`src/rtl/vga_timing_gen.sv`:
```
// vga_timing_gen: parametrised VGA raster generator with pixel-source
// latency compensation, integer pixel repetition and sync polarity.
//
// Ports:
//   clk_25_175  pixel clock
//   reset       asynchronous active-high reset
//   pix_en      clock enable; all state advances only when high
//   hcoord      requested pixel column (scaled), stage 0
//   vcoord      requested pixel row (scaled), stage 0
//   coord_valid hcoord/vcoord lie in the active area
//   line_start  strobe at h=0 of every line (coordinate side)
//   frame_start strobe at h=0, v=0 (coordinate side)
//   pixstream   pixel from source, {B,G,R} with R in the LSBs
//   h_sync      horizontal sync, registered
//   v_sync      vertical sync, registered
//   de          display enable, aligned with r/g/b
//   r, g, b     colour outputs, zero during blanking
module vga_timing_gen #(
  parameter int H_ACTIVE    = 640,
  parameter int H_FP        = 16,
  parameter int H_SYNC      = 96,
  parameter int H_BP        = 48,
  parameter int V_ACTIVE    = 480,
  parameter int V_FP        = 10,
  parameter int V_SYNC      = 2,
  parameter int V_BP        = 33,
  parameter int HSYNC_POL   = 0,
  parameter int VSYNC_POL   = 0,
  parameter int COLOR_BITS  = 4,
  parameter int PIX_LATENCY = 1,
  parameter int SCALE       = 1,
  parameter int COORD_W     = 10
) (
  input  logic                    clk_25_175,
  input  logic                    reset,
  input  logic                    pix_en,
  output logic [COORD_W-1:0]      hcoord,
  output logic [COORD_W-1:0]      vcoord,
  output logic                    coord_valid,
  output logic                    line_start,
  output logic                    frame_start,
  input  logic [3*COLOR_BITS-1:0] pixstream,
  output logic                    h_sync,
  output logic                    v_sync,
  output logic                    de,
  output logic [COLOR_BITS-1:0]   r,
  output logic [COLOR_BITS-1:0]   g,
  output logic [COLOR_BITS-1:0]   b
);

  localparam int H_TOTAL = H_ACTIVE + H_FP + H_SYNC + H_BP;
  localparam int V_TOTAL = V_ACTIVE + V_FP + V_SYNC + V_BP;
  localparam int MAX_TOT = (H_TOTAL > V_TOTAL) ? H_TOTAL : V_TOTAL;
  localparam int CNT_W   = $clog2(MAX_TOT);

  localparam int HS_BEG = H_ACTIVE + H_FP;
  localparam int HS_END = HS_BEG + H_SYNC;
  localparam int VS_BEG = V_ACTIVE + V_FP;
  localparam int VS_END = VS_BEG + V_SYNC;

  localparam int SUB_W = (SCALE > 1) ? $clog2(SCALE) : 1;

  localparam logic [CNT_W-1:0] H_LAST = CNT_W'(H_TOTAL - 1);
  localparam logic [CNT_W-1:0] V_LAST = CNT_W'(V_TOTAL - 1);
  localparam logic [SUB_W-1:0] SUB_LAST = SUB_W'(SCALE - 1);

  localparam logic HS_ON = (HSYNC_POL != 0);
  localparam logic VS_ON = (VSYNC_POL != 0);

  // Sync state of raster position (0,0), used as the reset image
  // of the stage-0 registers.
  localparam logic HS_AT0 = (HS_BEG == 0) && (H_SYNC > 0);
  localparam logic VS_AT0 = (VS_BEG == 0) && (V_SYNC > 0);

  // Raster counters and their next values
  logic [CNT_W-1:0] h_cnt;
  logic [CNT_W-1:0] v_cnt;
  logic [CNT_W-1:0] h_nxt;
  logic [CNT_W-1:0] v_nxt;
  logic             h_wrap;

  // Repetition sub-counters and scaled coordinates
  logic [SUB_W-1:0]   h_sub;
  logic [SUB_W-1:0]   v_sub;
  logic [SUB_W-1:0]   h_sub_nxt;
  logic [SUB_W-1:0]   v_sub_nxt;
  logic [COORD_W-1:0] hcoord_nxt;
  logic [COORD_W-1:0] vcoord_nxt;

  // Stage-0 tuple for the sync/de pipeline
  logic hs0;
  logic vs0;
  logic act_nxt;
  logic hs_nxt;
  logic vs_nxt;

  // Tuple after the latency-compensation delay: {active, hs, vs}
  logic [2:0] tap;

  always_comb begin
    h_wrap = (h_cnt == H_LAST);
    h_nxt  = h_wrap ? '0 : h_cnt + CNT_W'(1);
    v_nxt  = v_cnt;
    if (h_wrap) begin
      v_nxt = (v_cnt == V_LAST) ? '0 : v_cnt + CNT_W'(1);
    end
  end

  // hcoord tracks h_cnt/SCALE by counting SCALE pixels per step;
  // beyond the active area it simply stops advancing.
  always_comb begin
    h_sub_nxt  = h_sub;
    hcoord_nxt = hcoord;
    if (h_nxt == '0) begin
      h_sub_nxt  = '0;
      hcoord_nxt = '0;
    end else if (int'(h_nxt) < H_ACTIVE) begin
      if (h_sub == SUB_LAST) begin
        h_sub_nxt  = '0;
        hcoord_nxt = hcoord + COORD_W'(1);
      end else begin
        h_sub_nxt = h_sub + SUB_W'(1);
      end
    end
  end

  // vcoord uses the same scheme, stepping once per line.
  always_comb begin
    v_sub_nxt  = v_sub;
    vcoord_nxt = vcoord;
    if (h_wrap) begin
      if (v_nxt == '0) begin
        v_sub_nxt  = '0;
        vcoord_nxt = '0;
      end else if (int'(v_nxt) < V_ACTIVE) begin
        if (v_sub == SUB_LAST) begin
          v_sub_nxt  = '0;
          vcoord_nxt = vcoord + COORD_W'(1);
        end else begin
          v_sub_nxt = v_sub + SUB_W'(1);
        end
      end
    end
  end

  always_comb begin
    act_nxt = (int'(h_nxt) < H_ACTIVE) && (int'(v_nxt) < V_ACTIVE);
    hs_nxt  = (int'(h_nxt) >= HS_BEG) && (int'(h_nxt) < HS_END);
    vs_nxt  = (int'(v_nxt) >= VS_BEG) && (int'(v_nxt) < VS_END);
  end

  // Stage 0: counters plus everything derived from them, all
  // describing the same raster position.
  always_ff @(posedge clk_25_175 or posedge reset) begin
    if (reset) begin
      h_cnt       <= '0;
      v_cnt       <= '0;
      h_sub       <= '0;
      v_sub       <= '0;
      hcoord      <= '0;
      vcoord      <= '0;
      coord_valid <= 1'b1;
      line_start  <= 1'b1;
      frame_start <= 1'b1;
      hs0         <= HS_AT0;
      vs0         <= VS_AT0;
    end else if (pix_en) begin
      h_cnt       <= h_nxt;
      v_cnt       <= v_nxt;
      h_sub       <= h_sub_nxt;
      v_sub       <= v_sub_nxt;
      hcoord      <= hcoord_nxt;
      vcoord      <= vcoord_nxt;
      coord_valid <= act_nxt;
      line_start  <= (h_nxt == '0);
      frame_start <= (h_nxt == '0) && (v_nxt == '0);
      hs0         <= hs_nxt;
      vs0         <= vs_nxt;
    end
  end

  // Delay matching the pixel source latency so sync/de line up
  // with the pixel that belongs to the same coordinate.
  if (PIX_LATENCY > 0) begin : g_dly
    logic [2:0] dly [PIX_LATENCY];

    always_ff @(posedge clk_25_175 or posedge reset) begin
      if (reset) begin
        for (int i = 0; i < PIX_LATENCY; i++) begin
          dly[i] <= 3'b000;
        end
      end else if (pix_en) begin
        dly[0] <= {coord_valid, hs0, vs0};
        for (int i = 1; i < PIX_LATENCY; i++) begin
          dly[i] <= dly[i-1];
        end
      end
    end

    assign tap = dly[PIX_LATENCY-1];
  end else begin : g_nodly
    assign tap = {coord_valid, hs0, vs0};
  end

  // Output register: pixel fields are gated by the delayed active
  // bit so blanking always shows black.
  always_ff @(posedge clk_25_175 or posedge reset) begin
    if (reset) begin
      de     <= 1'b0;
      r      <= '0;
      g      <= '0;
      b      <= '0;
      h_sync <= ~HS_ON;
      v_sync <= ~VS_ON;
    end else if (pix_en) begin
      de     <= tap[2];
      r      <= pixstream[COLOR_BITS-1:0] & {COLOR_BITS{tap[2]}};
      g      <= pixstream[2*COLOR_BITS-1:COLOR_BITS]
                & {COLOR_BITS{tap[2]}};
      b      <= pixstream[3*COLOR_BITS-1:2*COLOR_BITS]
                & {COLOR_BITS{tap[2]}};
      h_sync <= tap[1] ? HS_ON : ~HS_ON;
      v_sync <= tap[0] ? VS_ON : ~VS_ON;
    end
  end

endmodule
```
`config.mk`:
```
export PLATFORM = sky130hd
export DESIGN_NAME = vga_timing_gen
export DESIGN_NICKNAME = d
export VERILOG_FILES = /design/src/rtl/vga_timing_gen.sv
export SDC_FILE = /design/constraint.sdc
export NUM_CORES = 1
export LEC_CHECK = 0
export ABC_AREA = 1
export CAP_MARGIN = 20
export CORE_MARGIN = 4
export CORE_UTILIZATION = 59
export DETAILED_ROUTE_END_ITERATION = 12
export PLACE_DENSITY = 0.95
export SETUP_SLACK_MARGIN = 0.5
export SLEW_MARGIN = 20
export SYNTH_ARGS = -nofsm -noshare
export SYNTH_HDL_FRONTEND = slang
export SYNTH_SLANG_ARGS = --single-unit
```
`constraint.sdc`:
```
create_clock -name clk_25_175 -period 3 [get_ports clk_25_175]
set_clock_uncertainty 0.2 [all_clocks]
set_input_delay 0.45 -clock clk_25_175 [delete_from_list [all_inputs] [get_ports clk_25_175]]
set_output_delay 0.45 -clock clk_25_175 [all_outputs]
set_load 0.05 [all_outputs]
```
==> impl_metrics.py <==
metrics = {
    "global_routing": {
        "grt_max_degree": 47,
        "antenna_found_initial": 0,
        "grtUsageTotal_pct": 27.2,
        "grt_pass1_wl_um": 16000,
        "grt_pass1_vias": 3484,
        "grt-ovfl-total": 0,
    },
    "clocking": {
        "clk_path_buf_depth": 2,
        "clkTransAtPathRegs_ps": 70,
        "cts_sinks": 63,
        "h-tree-depth": 3,
        "clock_latency_ps": 350,
        "cts_tree": "built",
        "numCtsBuffers": 9,
        "root_buffer": "clkbuf_8",
    },
    "floorplan": {
        "die_w_um": 85.6,
        "die_h_um": 85.6,
        "die-area_mm2": 0.00732,
        "core.rowCount": 27,
        "pin_count": 53,
        "start_util_pct": 62.5,
        "core_mm2": 0.00568,
    },
    "worst_setup_path": {
        "cp_slowest_stage_delay_ps": 410,
        "crit_required_ps": 3030,
        "critPathLaunch": "h_cnt[0]$_DFFE_PP0P_",
        "path_cells": "ha_2 -> nand2_2 -> nor2_2 -> nand2_2 -> nor2_4 -> inv_2 -> nand2_1 -> nand2_1 -> nand2_1 -> inv_1 -> nand2_2 -> nand3_4 -> buf_4 -> nand2_1 -> nand2_1",
        "crit_slowest_cell": "dfrtp_1",
        "cp_max_fo": 9,
        "arrival_ps": 2460,
        "setup.worst_path.start_class": "flip-flop",
        "timing.rr.start": "h_cnt[0]$_DFFE_PP0P_",
        "cp-end-kind": "flip-flop",
        "critPathMostFrequentCell": "nand2_1",
        "crit_type": "reg2reg",
    },
    "finish": {
        "design_area_mm2": 0.00443,
        "fillCellCount": 381,
        "drive_above_1_share_pct": 11.8,
        "syn2layout_area_growth_pct": 24.9,
        "antenna_cells": 0,
        "finalNetCount": 558,
    },
    "timing": {
        "setup_viol": 0,
        "relSlewSlack_pct": 57.4,
        "period_share_pct": 81.2,
        "finalHoldViolCount": 0,
        "period_minus_slack_ps": 2440,
        "drv_slew": 0,
        "worstMarginPinSlew_ps": 638,
        "clock.fmax_mhz": 410,
        "hold_ws_ps": 241,
        "setup_tns_ps": 0,
        "rsz0062_at_grt": "true",
    },
    "place": {
        "place_area_mm2": 0.00410,
        "dpl.hpwl_um": 6260,
        "place_congestion": 0.958,
        "port_buffers": 52,
    },
    "route": {
        "wl_per_cell_um": 16.7,
        "ant_nets": 0,
        "drcViolationCount": 0,
        "drt_pass1_iterations": 6,
        "routed_wl_um": 10300,
        "viasPerCell": 6.02,
        "drt_iter0_markers": 401,
        "vias": 3698,
    },
    "power": {
        "powerDensity_mw_per_mm2": 721,
        "report.power.total_w": 0.00319,
        "total_leakage_power_nw": 2.15,
        "ir_drop_mv": 0.697,
    },
    "yosys": {
        "post-synth-top-area-cell": "dfrtp_1",
        "avgSynthCellArea_um2": 7.45,
        "yosys_register_bits": 63,
        "yosysTopAreaCellShare_pct": 40.9,
        "syn_inst": 476,
        "ys_seq_area_share_pct": 44.6,
        "yosysWarnings": 0,
        "netlist_area_mm2": 0.00355,
        "synthTopCellsByArea": "dfrtp_1 41%, nand2_1 17%, nand3_1 7.2%, inv_1 5.1%, o21ai_0 3.9%",
        "yosys.cell_types.count": 29,
        "synth_fp_nets": 497,
    },
    "min_path": {
        "hold_class": "reg2reg",
        "worstHoldStart": "g_dly.dly[1]$_DFFE_PP0P_",
    },
    "outcome": {
        "run_status": "complete, no violations",
    },
    "flow_run": {
        "cap_violations": 0,
    },
}
[cell families (layout without fill, tap and decap cells)]
| logic type | count (synthesis) | in the layout | share of synthesized area, % |
|---|---|---|---|
| adder cells (fa/ha/maj) | 6 | 6 | 2.12 |
| flip-flops | 63 | 63 | 44.6 |
| XOR/XNOR | 16 | 16 | 3.95 |
| AO/OA/AOI/OAI | 41 | 41 | 6.13 |
| buffers and inverters | 67 | 132 | 8.14 |
| AND/OR/NAND/NOR | 283 | 284 | 35.0 |
[cells in the final DEF (no fill, tap or decap), types with 2 or more instances in the layout]
master / n
clkbuf_8: 11
o21ai_1: 5
xnor2_1: 4
nor3_1: 6
inv_1: 46
dfrtp_1: 58
inv_2: 4
o21bai_1: 2
nor2_4: 3
nand2_2: 10
xor2_1: 12
ha_1: 5
o22ai_1: 2
a21oi_1: 2
nand3_1: 50
clkdlybuf4s50_1: 52
inv_4: 2
o21a_1: 2
buf_4: 11
nor4_1: 2
o21ai_0: 28
nor2_1: 34
nand3_2: 4
nor2_2: 3
nand3_4: 2
clkinv_2: 2
nand4_1: 6
dfstp_2: 5
nand3b_1: 5
nand2_1: 157
[path summary, 6_finish.rpt]
check / end / cells past startpoint / slack [ps]
max: vcoord[5]$_DFFE_PP0P_ / 15 / 560
min: h_sync$_DFFE_PP1P_ / 1 / 240
max reg2reg: vcoord[5]$_DFFE_PP0P_ / 15 / 560
min reg2reg: h_sync$_DFFE_PP1P_ / 1 / 240
max in group asynchronous: h_sync$_DFFE_PP1P_ / 3 / 1610
min in group asynchronous: hcoord[8]$_DFFE_PP0P_ / 2 / 300
[what timing repair did]
item,4_1_cts,5_1_grt
cloned,0,1
setup endpoints to repair,21,20
pin swaps,1,2
resized for setup,1,11
setup buffers,3,6
hold buffers,0,0
[metrics by stage]
step           utilization, %  setup WS [ps]  std cells
2_1_floorplan               -            789        476
3_3_place_gp             72.2            515        588
3_5_place_dp             72.2            316        588
4_1_cts                  76.4            551        607
5_1_grt                  78.1            482        614
6_report                 78.1            563        614
[synthesized netlist by cell type]
master and count:
buf_1 1, xnor2_1 4, inv_1 48, nand3_1 51, o21ai_1 5, nand2_1 158
nand4_1 6, nor4_1 2, nand3b_1 5, nor2_2 3, o21bai_1 2, o21ai_0 28
ha_1 6, inv_2 4, nor2_1 36, or2_2 1, nand3_2 4, o22ai_1 2
nor3_1 6, nand2_2 9, nor2_4 1, dfstp_2 5, dfrtp_1 58, a21oi_1 2
xor2_1 12, buf_6 5, o21a_1 2, nor3_2 1, clkbuf_1 9
[critical path: cells and delay by family, from the launching register on]
kind,cells,cell delay (ps)
AND/OR/NAND/NOR,11,1080
flip-flops,1,410
adder cells (fa/ha/maj),1,230
buffers and inverters,3,380
[flip-flops by register name, indices dropped and copies added (netlist names)]
name,count
v_sync,1
hcoord,10
g_dly.dly,3
line_start,1
v_cnt,10
g,4
vcoord,10
h_cnt,10
r,4
b,4
hs0,1
de,1
coord_valid,1
h_sync,1
frame_start,1
vs0,1
[per-layer routing]
metal	track usage [%]	part of all wire, %	up-vias
li1	-	-	1642
met1	32.0	37	1709
met2	46.8	48	275
met3	8.55	10	72
met4	9.64	4.7	0
met5	0	0	-
[where the power goes]
group	total [W]	switching, W	internal [W]
Combinational	0.00119	0.000796	0.000395
Clock	0.000779	0.000352	0.000427
Sequential	0.00122	0.000207	0.00101
[cell type report]
type                            count  area [um2]  share of cell area [%]
Inverter                           52         200                    4.52
Timing Repair Buffer               64         623                    14.1
Tap cell                           72        90.1                    2.03
Sequential cell                    63        1580                    35.7
Multi-Input combinational cell    347        1730                    39.0
Clock inverter                      5        56.3                    1.27
Clock buffer                       11         151                    3.42
Note: power is estimated with default switching activity, not from simulation.
